### src/rtl/pipo_route_engine.sv
// Two-operand PIPO load/execute engine: captures A then B under a start/done
// handshake, combines them by mode and decodes B's MSBs into one-hot slave selects.
module pipo_route_engine #(
   parameter int DATA_W   = 16,
   parameter int SEL_W    = 2,
   parameter int NUM_HSEL = 3
) (
   input  logic                clk,
   input  logic                rst_n,
   input  logic                start,
   input  logic [1:0]          mode,
   input  logic [DATA_W-1:0]   data_in1,
   input  logic [DATA_W-1:0]   data_in2,
   output logic                busy,
   output logic                done,
   output logic [DATA_W-1:0]   data_out,
   output logic [NUM_HSEL-1:0] hsel,
   output logic                err
);

   typedef enum logic [1:0] {
      IDLE   = 2'd0,
      LOAD_B = 2'd1,
      EXEC   = 2'd2
   } state_t;

   state_t                state_q, state_d;
   logic [DATA_W-1:0]     reg_a_q, reg_a_d;
   logic [DATA_W-1:0]     reg_b_q, reg_b_d;
   logic [1:0]            mode_q, mode_d;
   logic                  busy_q, busy_d;
   logic                  done_q, done_d;
   logic [DATA_W-1:0]     data_out_q, data_out_d;
   logic [NUM_HSEL-1:0]   hsel_q, hsel_d;
   logic                  err_q, err_d;

   logic [DATA_W-1:0]     result_s;
   logic [SEL_W-1:0]      idx_s;
   logic [NUM_HSEL-1:0]   dec_s;

   // Mode-selected ALU and slave-index decode from the captured operands.
   always_comb begin
      result_s = reg_a_q;
      case (mode_q)
         2'd0:    result_s = reg_a_q;
         2'd1:    result_s = reg_b_q;
         2'd2:    result_s = reg_a_q + reg_b_q;
         2'd3:    result_s = reg_a_q ^ reg_b_q;
         default: result_s = reg_a_q;
      endcase
      idx_s = reg_b_q[DATA_W-1 -: SEL_W];
      dec_s = '0;
      for (int i = 0; i < NUM_HSEL; i++) begin
         dec_s[i] = (idx_s == SEL_W'(i));
      end
   end

   // Next-state and output-register logic; an out-of-range index leaves dec_s all-zero.
   always_comb begin
      state_d    = state_q;
      reg_a_d    = reg_a_q;
      reg_b_d    = reg_b_q;
      mode_d     = mode_q;
      done_d     = 1'b0;
      data_out_d = data_out_q;
      hsel_d     = hsel_q;
      err_d      = err_q;
      case (state_q)
         IDLE: begin
            if (start) begin
               reg_a_d = data_in1;
               mode_d  = mode;
               state_d = LOAD_B;
            end else begin
               state_d = IDLE;
            end
         end
         LOAD_B: begin
            reg_b_d = data_in2;
            state_d = EXEC;
         end
         EXEC: begin
            data_out_d = result_s;
            hsel_d     = dec_s;
            err_d      = ~|dec_s;
            done_d     = 1'b1;
            state_d    = IDLE;
         end
         default: begin
            state_d = IDLE;
         end
      endcase
      busy_d = (state_d == LOAD_B) || (state_d == EXEC);
   end

   // State and output registers.
   always_ff @(posedge clk or negedge rst_n) begin
      if (!rst_n) begin
         state_q    <= IDLE;
         reg_a_q    <= '0;
         reg_b_q    <= '0;
         mode_q     <= 2'd0;
         busy_q     <= 1'b0;
         done_q     <= 1'b0;
         data_out_q <= '0;
         hsel_q     <= '0;
         err_q      <= 1'b0;
      end else begin
         state_q    <= state_d;
         reg_a_q    <= reg_a_d;
         reg_b_q    <= reg_b_d;
         mode_q     <= mode_d;
         busy_q     <= busy_d;
         done_q     <= done_d;
         data_out_q <= data_out_d;
         hsel_q     <= hsel_d;
         err_q      <= err_d;
      end
   end

   assign busy     = busy_q;
   assign done     = done_q;
   assign data_out = data_out_q;
   assign hsel     = hsel_q;
   assign err      = err_q;

endmodule

### config.mk
export PLATFORM = sky130hd
export DESIGN_NAME = pipo_route_engine
export DESIGN_NICKNAME = d
export VERILOG_FILES = /design/src/rtl/pipo_route_engine.sv
export SDC_FILE = /design/constraint.sdc
export NUM_CORES = 1
export LEC_CHECK = 0
export ABC_AREA = 1
export CORE_MARGIN = 4
export CORE_UTILIZATION = 30
export DETAILED_ROUTE_END_ITERATION = 12
export PLACE_DENSITY = 0.55
export SLEW_MARGIN = 0
export SYNTH_ARGS = -nofsm -noshare
export SYNTH_HDL_FRONTEND = slang
export SYNTH_SLANG_ARGS = --single-unit
### constraint.sdc
create_clock -name clk -period 2.1 [get_ports clk]
set_input_delay 0.315 -clock clk [delete_from_list [all_inputs] [get_ports clk]]
set_output_delay 0.315 -clock clk [all_outputs]
set_load 0.02 [all_outputs]
-- Word level (Yosys, flattened, before mapping)
Index checks and enable logic that the tools add are counted.
- bits in registers: 58
- output and inout bits: 22
- logic and storage cells: 31
- bitwise gates (word level): 1
- multiplexer cells: 4
- add/sub/neg operators: 1
- reductions and logical operators: 7
- equality and inequality tests: 9
- operators with widths (operator ; number):
    $pmux 16 s4 ; 1
    $add 16x16->16 ; 1
    $xor 16x16->16 ; 1
    $eq 2x2->1 const B ; 5
    $eq 2x1->1 const B ; 4
    $logic_not 2->1 ; 3
    $pmux 2 s2 ; 1
    $reduce_or 3->1 ; 1
    $mux 1 ; 2
    $reduce_and 2->1 ; 1
    $logic_not 1->1 ; 1
    $logic_or 1x1->1 ; 1

-- Depth between registers and ports, before layout
Gate-level depths: netlist (run 1).
- depth after elaboration: 4
- depth in mapped cells: 13
- mapped depth without buffers: 13

-- Worst setup path before layout (run 1)
No wires, ideal clock.
- path kind: flip-flop to flip-flop
- start point: reg reg_a_q[0]
- end point: reg data_out_q[12] (netlist: data_out[12])
- buffers on the path: 0
- path slack: 391 ps
- stages on the path, launching flop included: 14
- period minus slack after synthesis: 1709 ps
- arrival time: 1596 ps
- cell sequence: dfrtp_1 > ha_1 > inv_1 > fa_1 > inv_1 > nand3_1 > nand3_1 > nand3_1 > nand3_1 > nand2_1 > nand3_1 > nand3_1 > nand2_1 > inv_1
- cells in the longest elaborated chain, start to end: 2
- ends and longest elaborated chain (item ; line ; text):
    start, declared ; 28 ; logic [DATA_W-1:0] reg_a_q, reg_a_d;
    start signal, assigned ; 110 ; reg_a_q <= reg_a_d;
    $add 16x16->16 ; 47 ; 2'd2: result_s = reg_a_q + reg_b_q;
    $pmux 16 s4 ; 44 ; case (mode_q)
    end signal, assigned ; 115 ; data_out_q <= data_out_d;
    end, declared ; 33 ; logic [DATA_W-1:0] data_out_q, data_out_d;
Every way passes these cells.
A chain may end at the register's enable or synchronous reset.

-- Worst setup path in the final report (run 1)
- start point: reg reg_b_q[0]
- end point: reg data_out_q[12] (netlist: data_out[12])
- cells in the longest elaborated chain, start to end: 2
- ends and longest elaborated chain (item ; line ; text):
    start, declared ; 29 ; logic [DATA_W-1:0] reg_b_q, reg_b_d;
    start signal, assigned ; 111 ; reg_b_q <= reg_b_d;
    $add 16x16->16 ; 47 ;
    $pmux 16 s4 ; 44 ;
Every way passes these cells.

==> results of run 1 <==
[power breakdown]
part | internal [mW] | total (mW) | switching (mW)
combinational | 1.16 | 2.79 | 1.63
clock | 0.799 | 1.35 | 0.546
sequential | 1.50 | 1.82 | 0.321
[state kept, by name, summed over array words and instances, names as in the netlist, 2 cells and up]
register and cells:
data_out 16, mode_q 2, state_q 2, reg_b_q 16, reg_a_q 16, hsel 3
[worst max-delay path, stage by stage (launching register included)]
cell and delay [ns]:
dfrtp_1 0.38, ha_2 0.21, inv_1 0.05, fa_1 0.39, inv_2 0.08, nand3_1 0.08
nand3_2 0.11, nand3_1 0.10, nand3_1 0.09, nand2_1 0.05, nand3_1 0.07, nand3_1 0.07
nand2_1 0.08, inv_1 0.03
[cells in the mapped netlist (2+ instances only)]
cell      number  area [µm²]
buf_6          4        45.0
or2_2          5        31.3
nor2_2         4        25.0
nor2_1        23        86.3
nor3_1         2        10.0
nand4_1        2        12.5
a31oi_1        6        37.5
a21oi_1       20         100
clkbuf_1       5        18.8
nor2_4         2        22.5
o21ai_0        9        45.0
inv_2          4        15.0
and2_1         2        12.5
o31ai_1        4        30.0
nand3b_1       3        22.5
inv_1         50         188
nand2_1      187         702
ha_1          15         188
dfrtp_1       58        1450
nand3_2        4        40.0
a221oi_1      15         131
nand3_1       27         135
nand2_2        5        31.3
buf_2          3        15.0
[worst max-delay path by stage]
stage                         to  slack [ns]
floorplan           data_out[12]        0.39
global placement    data_out[12]        0.23
detailed placement  data_out[12]        0.18
CTS                 data_out[12]        0.15
global route        data_out[12]      0.0002
finish              data_out[12]        0.20
[cell type report]
cell class | instances | share of cell area, %
multi-input combinational | 340 | 37.7
sequential | 58 | 31.8
timing repair buffer | 78 | 16.0
clock buffer | 10 | 5.02
inverter | 55 | 4.64
tap | 143 | 3.92
clock inverter | 6 | 0.933
[placed cells by master (no fill, tap or decap), types with 2 or more instances in the layout]
cell               n
nor2_4             2
clkinvlp_4         2
nand3_2            5
nand3b_1           3
and2_1             2
clkbuf_16          9
dfrtp_1           58
buf_4             19
nor3_1             2
o31ai_1            4
a31oi_1            6
nand3_1           26
clkinv_2           2
or2_2              5
ha_1              14
nand4_1            2
nand2_2            5
nor2_2             4
nor2_1            23
o21ai_0            9
a221oi_1          15
inv_1             49
nand2_1          187
inv_2              5
a21oi_1           20
inv_6              2
clkdlybuf4s50_1   57
[cell families after synthesis]
group,count (synthesis),share of synthesized area [%]
compound gates,57,10.5
xor+xnor,1,0.252
fa+ha+maj,16,5.98
buf+inv,69,8.96
flops,58,41.8
simple gates,266,32.5
[routing by layer]
metal  vias up  wire (µm)  GRT usage [%]
met3         7        450           3.50
met4         0        120           4.72
li1       1656          -              -
met1      1495       4710           21.9
met2        62       4590           25.3
met5         -          0              0
[repair_timing]
action,4_1_cts,5_1_grt
setup buffers,0,3
endpoints found under the hold margin,15,0
hold buffers,1,0
endpoints found under the setup margin,0,1
gates resized for setup,0,3
[metrics by stage]
step / hold slack (ns) / worst slack, ns / util (%)
6_report: 0.436 / 0.197 / 40.1
5_1_grt: 0.473 / 0.000199 / 40.1
4_1_cts: 0.441 / 0.152 / 39.9
3_5_place_dp: 0.258 / 0.181 / 37.4
3_3_place_gp: 0.251 / 0.233 / 37.4
2_1_floorplan: 0.0194 / 0.391 / -
==> results.md, run 1 <==
* Highest clock rate at 526 MHz
* # clock sinks at 58
* Synthesized cell area at 0.00348 mm²
* Ys async rst share at 100%
* Core region area at 0.0114 mm²
* Die area at 0.0134 mm²
* Period utilization at 90.6%
* Synth Warn # at 0
* Number of flops mapped to enable cells by yosys at 0
* CTS buffer count at 9
* Final hold vios at 0
* Leakage power at 2.29 nW
* Slew margin rel. at 66.5%
* Mean Syn Cell Area at 7.44 µm²
* Power Total at 5.95 mW
* Cell Rows at 39
* Detailed Routing Iterations Pass 1 at 4
* Worst R2R Start: reg_b_q[0]
* Pwr dens at 1310 mW/mm²
* Seq cells post-synth at 58
* Worst Setup SP: reg_b_q[0]
* RR Endpoint: data_out[12]
* CTS H-tree depth at 3
* Critical path type: register to register
* Final GP Congestion at 0.939
* Synthesized instance count at 467
* CTS Root Cell: clkbuf_16
* Clk_skew at 0.00867 ns
* Max Transition Viols Final at 0
* # fillers at 1191
* Main flop type after synthesis: dfrtp_1
* Die height at 116 µm
* Area Growth Syn to Fin at 31.2%
* Final Instance Count excl. Fillers at between 600 and 700
* Ant diodes at 0
* Worst-skew pair later-pin latency at roughly 0.33 ns
* Hpwl dp at 7700 µm
* FF+latch area at 0.00145 mm²
* Total GRT Usage at 15.9%
* Post-DRT Antenna Nets at 0
* Final #Nets at 595
* Dpl cell area at ~0.0043 mm²
* Max Cap Violations at 0
* Worst EP arrival at 2.13 ns
* Vias in the first global route at around 3200
* Vias post-DR at 3220
* First-pass GRT wire length at about 16000 µm
* Critical path peak fanout at 3
* CTS tree: built
* Initial antenna violation count at 0
* Placed cells at between 600 and 700
* Vias per Instance at 4.67
* Critical path data required time at 2.33 ns
* Register-to-register setup slack at slightly below 0.2 ns
* Hold Crit Class: input port to asynchronous set/reset pin
* Drt drc at 0
* Layout cells sized above 1 at 11.7%
* RSZ-0062 raised after global routing: false
* Overflow after GRT at 0
* Largest net degree at the start of global routing at 24
* Setup TNS at 0 ns
* WL/cell at 14.3 µm
* Status: finished clean
* Peak supply drop at ~600 µV
* Worst-Margin Slew at ~0.50 ns
* Initial Util at a little under a third
* Reg2Reg Depth at 13
* Crit start category: register
* Setup violations, final at 0
* IO Pins at between 50 and 60
* Multi-input gate area at 0.00172 mm²
* DR iter-0 viols at 144
* CP endpoint kind: register
* Die W at 116 µm
* Min cycle time layout at 1.90 ns
* Post-route cell area at 0.00456 mm²
* Clock transition at path regs at about 0.060 ns
* Mapped Nets at 520
* Netlist cell types at 32
* Input/output buffers at 58
* Post-Route WL at 9870 µm
* Seq/Total Area, Yosys at roughly two fifths
* Clock tree buffer depth at 2
No activity file was read; power rests on OpenSTA's default activity.
==> run 2: changes to the inputs <==
--- a/config.mk
+++ b/config.mk
@@ -8,6 +8,7 @@
 export ABC_AREA = 1
 export CORE_MARGIN = 4
 export CORE_UTILIZATION = 30
+export CTS_CLUSTER_SIZE = 12
 export DETAILED_ROUTE_END_ITERATION = 12
 export PLACE_DENSITY = 0.55
 export SLEW_MARGIN = 0
==> results of run 2 <==
The final DEF is identical to that of run 1; final timing and power are the same.
